File: src/rtl/instr_encoder.sv
// Sequential MIPS instruction assembler: packs one field per load pulse and hands the word
// to the instruction-memory writer with valid/ready. Optional mnemonic display: ENC_SEG_EN.
module instr_encoder #(
  parameter int unsigned ADDR_W = 8
) (
  input  logic              clk,
  input  logic              reset,
  input  logic [2:0]        op_sel,
  input  logic [15:0]       field_in,
  input  logic              field_load,
  input  logic              abort,
  input  logic              out_ready,
  output logic [31:0]       instr,
  output logic              instr_valid,
  output logic [ADDR_W-1:0] instr_addr,
  output logic              busy,
  output logic [6:0]        seg_first,
  output logic [6:0]        seg_second,
  output logic [6:0]        seg_third,
  output logic [6:0]        seg_fourth,
  output logic [6:0]        seg_fifth
);

  localparam int unsigned INSTR_W = 32;
  localparam int unsigned OP_W    = 3;
  localparam logic [OP_W-1:0] OP_R = 3'd0;
  localparam logic [OP_W-1:0] OP_J = 3'd7;

  typedef enum logic [3:0] {
    IDLE, RS, RT, RD, FUNCT, IMM, TGT_HI, TGT_LO, EMIT
  } state_t;

  state_t              r_state, w_state_nxt;
  logic [INSTR_W-1:0]  r_instr, w_instr_nxt;
  logic [OP_W-1:0]     r_op, w_op_nxt;
  logic [ADDR_W-1:0]   r_addr, w_addr_nxt;
  logic                r_valid;

  function automatic logic [5:0] f_opcode(input logic [OP_W-1:0] op);
    case (op)
      3'd0:    f_opcode = 6'b000000;
      3'd1:    f_opcode = 6'b001000;
      3'd2:    f_opcode = 6'b001100;
      3'd3:    f_opcode = 6'b100011;
      3'd4:    f_opcode = 6'b101011;
      3'd5:    f_opcode = 6'b000100;
      3'd6:    f_opcode = 6'b000101;
      default: f_opcode = 6'b000010;
    endcase
  endfunction

  // State register
  always_ff @(posedge clk or posedge reset) begin
    if (reset) r_state <= IDLE;
    else       r_state <= w_state_nxt;
  end

  // Next-state and datapath next values; abort beats field_load in the field stages
  always_comb begin
    w_state_nxt = r_state;
    w_instr_nxt = r_instr;
    w_op_nxt    = r_op;
    w_addr_nxt  = r_addr;
    case (r_state)
      IDLE: begin
        if (field_load) begin
          w_op_nxt    = op_sel;
          w_instr_nxt = {f_opcode(op_sel), 26'b0};
          w_state_nxt = (op_sel == OP_J) ? TGT_HI : RS;
        end
      end
      EMIT: begin
        if (out_ready) begin
          w_addr_nxt  = r_addr + ADDR_W'(1);
          w_state_nxt = IDLE;
        end
      end
      default: begin
        if (abort) begin
          w_state_nxt = IDLE;
        end else if (field_load) begin
          case (r_state)
            RS: begin
              w_instr_nxt[25:21] = field_in[4:0];
              w_state_nxt        = RT;
            end
            RT: begin
              w_instr_nxt[20:16] = field_in[4:0];
              w_state_nxt        = (r_op == OP_R) ? RD : IMM;
            end
            RD: begin
              w_instr_nxt[15:11] = field_in[4:0];
              w_state_nxt        = FUNCT;
            end
            FUNCT: begin
              w_instr_nxt[10:0] = {5'b0, field_in[5:0]};
              w_state_nxt       = EMIT;
            end
            IMM: begin
              w_instr_nxt[15:0] = field_in;
              w_state_nxt       = EMIT;
            end
            TGT_HI: begin
              w_instr_nxt[25:16] = field_in[9:0];
              w_state_nxt        = TGT_LO;
            end
            TGT_LO: begin
              w_instr_nxt[15:0] = field_in;
              w_state_nxt       = EMIT;
            end
            default: w_state_nxt = IDLE;
          endcase
        end
      end
    endcase
  end

  // Datapath registers; valid tracks entry into and exit from EMIT
  always_ff @(posedge clk or posedge reset) begin
    if (reset) begin
      r_instr <= '0;
      r_op    <= '0;
      r_addr  <= '0;
      r_valid <= 1'b0;
    end else begin
      r_instr <= w_instr_nxt;
      r_op    <= w_op_nxt;
      r_addr  <= w_addr_nxt;
      r_valid <= (w_state_nxt == EMIT);
    end
  end

  assign instr       = r_instr;
  assign instr_valid = r_valid;
  assign instr_addr  = r_addr;
  assign busy        = (r_state != IDLE);

`ifdef ENC_SEG_EN
  localparam logic [6:0] SEG_BL = 7'h7F;
  localparam logic [6:0] SEG_A  = 7'h08;
  localparam logic [6:0] SEG_D  = 7'h21;
  localparam logic [6:0] SEG_I  = 7'h7B;
  localparam logic [6:0] SEG_N  = 7'h2B;
  localparam logic [6:0] SEG_L  = 7'h47;
  localparam logic [6:0] SEG_W  = 7'h63;
  localparam logic [6:0] SEG_S  = 7'h12;
  localparam logic [6:0] SEG_B  = 7'h03;
  localparam logic [6:0] SEG_E  = 7'h06;
  localparam logic [6:0] SEG_Q  = 7'h18;
  localparam logic [6:0] SEG_J  = 7'h61;
  localparam logic [6:0] SEG_R  = 7'h2F;

  logic [34:0] r_seg;

  // Active-low {g,f,e,d,c,b,a} glyphs, leftmost digit in the top bits
  function automatic logic [34:0] f_mnemonic(input logic [OP_W-1:0] op);
    case (op)
      3'd0:    f_mnemonic = {SEG_R, SEG_BL, SEG_BL, SEG_BL, SEG_BL};
      3'd1:    f_mnemonic = {SEG_A, SEG_D,  SEG_D,  SEG_I,  SEG_BL};
      3'd2:    f_mnemonic = {SEG_A, SEG_N,  SEG_D,  SEG_I,  SEG_BL};
      3'd3:    f_mnemonic = {SEG_L, SEG_W,  SEG_BL, SEG_BL, SEG_BL};
      3'd4:    f_mnemonic = {SEG_S, SEG_W,  SEG_BL, SEG_BL, SEG_BL};
      3'd5:    f_mnemonic = {SEG_B, SEG_E,  SEG_Q,  SEG_BL, SEG_BL};
      3'd6:    f_mnemonic = {SEG_B, SEG_N,  SEG_E,  SEG_BL, SEG_BL};
      default: f_mnemonic = {SEG_J, SEG_BL, SEG_BL, SEG_BL, SEG_BL};
    endcase
  endfunction

  // Display holds the last accepted opcode until reset
  always_ff @(posedge clk or posedge reset) begin
    if (reset)                           r_seg <= {5{SEG_BL}};
    else if (r_state == IDLE && field_load) r_seg <= f_mnemonic(op_sel);
  end

  assign seg_first  = r_seg[34:28];
  assign seg_second = r_seg[27:21];
  assign seg_third  = r_seg[20:14];
  assign seg_fourth = r_seg[13:7];
  assign seg_fifth  = r_seg[6:0];
`else
  assign seg_first  = 7'h7F;
  assign seg_second = 7'h7F;
  assign seg_third  = 7'h7F;
  assign seg_fourth = 7'h7F;
  assign seg_fifth  = 7'h7F;
`endif

endmodule

File: config.mk
export PLATFORM = sky130hd
export DESIGN_NAME = instr_encoder
export DESIGN_NICKNAME = d
export VERILOG_FILES = /design/src/rtl/instr_encoder.sv
export SDC_FILE = /design/constraint.sdc
export NUM_CORES = 1
export LEC_CHECK = 0
export ABC_CLOCK_PERIOD_IN_PS = 1690
export CAP_MARGIN = 20
export CORE_ASPECT_RATIO = 0.75
export CORE_MARGIN = 5
export CORE_UTILIZATION = 40
export CTS_CLUSTER_SIZE = 25
export DETAILED_ROUTE_END_ITERATION = 6
export PLACE_DENSITY = 0.76
export SYNTH_ARGS = -nofsm -noshare
export SYNTH_HDL_FRONTEND = slang
export SYNTH_SLANG_ARGS = --single-unit
File: constraint.sdc
create_clock -name clk -period 1.69 [get_ports clk]
set_input_delay 0.169 -clock clk [delete_from_list [all_inputs] [get_ports clk]]
set_output_delay 0.169 -clock clk [all_outputs]
set_load 0.05 [all_outputs]
==> run summary <==
The run finished, with violations left. The final reports fail on setup timing. The number of global-route vias before repair came out at 1952. Counting distinct cell types in the post-synthesis netlist gives 44. The HPWL reported at the end of detailed placement is 4550 um. The floorplan step set the die height to 79.8 um. For this configuration, the core starts out at a cell density of 0.411.

In this run the clock root is driven by a sky130_fd_sc_hd__clkbuf_8. In this run the tightest slew margin relative to its limit is 0.655. The clock-pin slew reported for the worst setup and hold paths after clock tree synthesis came out at 0.08 ns. Synthesis handed over a netlist of 249 instances.

The startpoint of the worst-slack reg-to-reg timing path is r_state[2]. The weighted congestion reported at the end of routability-driven placement is 0.861. For the worst setup path, the data arrival time is 1.89 ns.

The portion of the post-synthesis area used by sequential elements is 0.452. The initial antenna violation count came to 0. The setup slack of the critical path after layout is -0.0208 ns. The number of antenna cells inserted is 0. The worst setup path is of the flop to flop kind. The floorplan row count came out at 25. The final sum of negative setup slack is -0.0813 ns. Once detail routing completed, the nets flagged for antenna violations numbered 0. The clock latency on the worst-skew pair came out at 0.30 ns. The total vias in the final route is 2018. The area of the mapped netlist is 2600 sq um. In the synthesized netlist the async set-or-reset flop fraction comes to 1.00. The number of warnings printed during yosys synthesis came out at 0. The number of H-tree branching levels is 2. The minimum period implied by the final worst setup slack is 1.71 ns.

The most used flip-flop cell after synthesis is sky130_fd_sc_hd__dfrtp_1. The power density relative to cell area came out at 1650 nW/um^2. After detailed routing, the average wire length per cell comes to 14.9 um. Derived from the worst setup path, the maximum achievable clock frequency is 585 MHz. From synthesis to final layout, the design area changed by 34.8%. The largest net degree at the start of global routing is 48. Summed over all layers, the routed wires come to 6280 um. The final number of setup-violating endpoints is 5. The mean cell area of the mapped netlist came out at 10.4 sq um. The number of placed cells counting well taps is 406.

In this run, the number of DRC markers left after iteration 0 of detailed routing was 88. The die span in x came out at 103 um. The CTS tree is done.

Across every metal layer, demand over resource in global routing totals 0.148. The max-slew violation count is 0. The post-layout utilization of the core is 0.555. At the pin with the least slew margin, the transition time is 0.517 ns. The number of sinks handled by clock tree synthesis came out at 47. The final layout net count came out at 364.

The final-report hold violation count came to 0. The number of flip-flops and latches in the synthesized netlist came out at 47. The required time of the worst setup path came out at 1.87 ns. On the final layout, the worst clock skew is 0.00779 ns.

Counting the buffers created by CTS gives 5. Timing analysis after detailed placement gives a worst setup slack of -0.117 ns. The final-layout fill cell count is 561. In this run the worst path has a maximum fanout of 8.

The finished layout holds 421 standard cells, fillers aside. The first TritonRoute pass finished after 4 iterations. STA classifies the critical path endpoint as a flop.

The final cycle utilization of the critical path is 1.01. The first global-routing pass estimated 9630 um of wire. The kind of launch point of the worst setup path is a flop. The tightest min-delay check is of the primary input to async pin type.

Across all hold checks on the routed design, the worst slack comes to 0.208 ns. For this design, the CTS-stage hold fixing added 0 buffers. The number of DRC violations after detailed routing came out at 0. The die footprint came out at 8230 sq um. Counting flops with a built-in enable in the synthesized netlist gives 0. The post-detailed-route via-to-cell ratio is 4.79. Setup repair after global routing could not meet its margin everywhere. VDD sags by at most 1130 uV.

The leakage power of the design is 1.70 nW. In this run the worst setup path begins at r_state[2]. For this design the top-level I/O count stands at 101. The share of layout cells above drive strength 1 is 0.321. The total area inside the core boundary comes to 6320 sq um. The total of max-cap violations came out at 0. During placement, the flow inserted port buffers numbering 64.

The clock passes through at most 2 buffers. The total overflow left after global routing is 0.
==> final cells by class <==
| type | instances | area [sq um] | share of cell area |
|---|---|---|---|
| inverters | 11 | 41.3 | 0.0118 |
| clock buffers | 8 | 100 | 0.0286 |
| repair buffers | 96 | 853 | 0.243 |
| flip-flops and latches | 47 | 1180 | 0.337 |
| multi-input cells | 178 | 1230 | 0.351 |
| well taps | 81 | 101 | 0.0289 |
==> kinds of logic after synthesis <==
group                      share of synthesized area
DFF                                            0.452
and+or+nand+nor                                0.154
AOI/OAI and AO/OA                             0.0910
muxes                                          0.119
other                                        0.00289
buffers and inverters                          0.149
adders and majority gates                    0.00481
xor gates and xnor gates                      0.0270
==> per-layer routing <==
layer	GRT usage	vias up	share of wire
li1	-	959	-
met1	0.211	974	0.44
met3	0.0314	9	0.061
met2	0.225	76	0.48
met5	0	-	0
met4	0.0414	0	0.011
==> placed cells by master (no fill, tap or decap), types with 5 or more instances in the layout <==
| master | count |
|---|---|
| sky130_fd_sc_hd__dlymetal6s2s_1 | 5 |
| sky130_fd_sc_hd__clkbuf_8 | 7 |
| sky130_fd_sc_hd__xor2_1 | 5 |
| sky130_fd_sc_hd__dfrtp_1 | 44 |
| sky130_fd_sc_hd__conb_1 | 36 |
| sky130_fd_sc_hd__mux2_2 | 23 |
| sky130_fd_sc_hd__nand2_1 | 16 |
| sky130_fd_sc_hd__o21ai_0 | 13 |
| sky130_fd_sc_hd__buf_4 | 53 |
| sky130_fd_sc_hd__nand3_1 | 8 |
| sky130_fd_sc_hd__clkdlybuf4s50_1 | 35 |
| sky130_fd_sc_hd__nor2_1 | 6 |
| sky130_fd_sc_hd__inv_1 | 10 |
| sky130_fd_sc_hd__mux2i_1 | 5 |
==> synth_stat cells, types with 5 or more instances <==
master | n | area, sq um
sky130_fd_sc_hd__nor2_1 | 6 | 22.5
sky130_fd_sc_hd__xor2_1 | 5 | 43.8
sky130_fd_sc_hd__nand3_1 | 8 | 40.0
sky130_fd_sc_hd__o31ai_1 | 5 | 37.5
sky130_fd_sc_hd__o21ai_0 | 13 | 65.1
sky130_fd_sc_hd__dfrtp_1 | 47 | 1180
sky130_fd_sc_hd__mux2_2 | 23 | 259
sky130_fd_sc_hd__mux2i_1 | 5 | 50.1
sky130_fd_sc_hd__nand2_1 | 16 | 60.1
sky130_fd_sc_hd__nor2b_1 | 9 | 56.3
sky130_fd_sc_hd__inv_1 | 11 | 41.3
sky130_fd_sc_hd__buf_4 | 40 | 300
==> per-stage QoR <==
stage          power [W]  area [sq um]
5_1_grt          0.00610          3500
6_report         0.00579          3500
3_3_place_gp     0.00480          3260
3_5_place_dp     0.00485          3260
2_1_floorplan    0.00391          2730
4_1_cts          0.00560          3370
==> final timing paths <==
path	endpoint	slack (ns)	cells after the start
worst max-delay path	instr[12]	-0.02	5
worst min-delay path	instr[20]	0.21	3
worst max register to register	instr[12]	-0.02	5
worst min register to register	instr_addr[7]	0.47	1
max in group asynchronous	r_state[0]	1.24	3
min in group clk	instr[10]	0.44	3
==> power breakdown <==
| group | switching [W] | internal (W) | total (W) |
|---|---|---|---|
| Combinational | 0.00206 | 0.00125 | 0.00331 |
| Clock | 0.000364 | 0.000374 | 0.000738 |
| Sequential | 0.000274 | 0.00147 | 0.00174 |
| Total | 0.00270 | 0.00309 | 0.00579 |
==> state kept, by name, summed over array words and instances, names as in the netlist <==
register     cells
instr_valid      1
r_state          4
instr           31
instr_addr       8
r_op             3
==> worst max-delay path, cell delays in order, from the launching register on <==
cell                      delay (ns)
sky130_fd_sc_hd__dfrtp_2        0.49
sky130_fd_sc_hd__nor4_4         0.35
sky130_fd_sc_hd__buf_6          0.18
sky130_fd_sc_hd__nor2b_2        0.06
sky130_fd_sc_hd__mux2_2         0.26
sky130_fd_sc_hd__mux2_2         0.26
==> timing repair <==
| item | in CTS | in global routing |
|---|---|---|
| pin swaps | 0 | 3 |
| endpoints found under the setup margin | 22 | 42 |
| resized for setup | 3 | 25 |
| buffers inserted | 0 | 6 |
| hold endpoints to repair | 0 | 0 |
| cloned | 0 | 1 |
(Power assumes the default switching activity.)
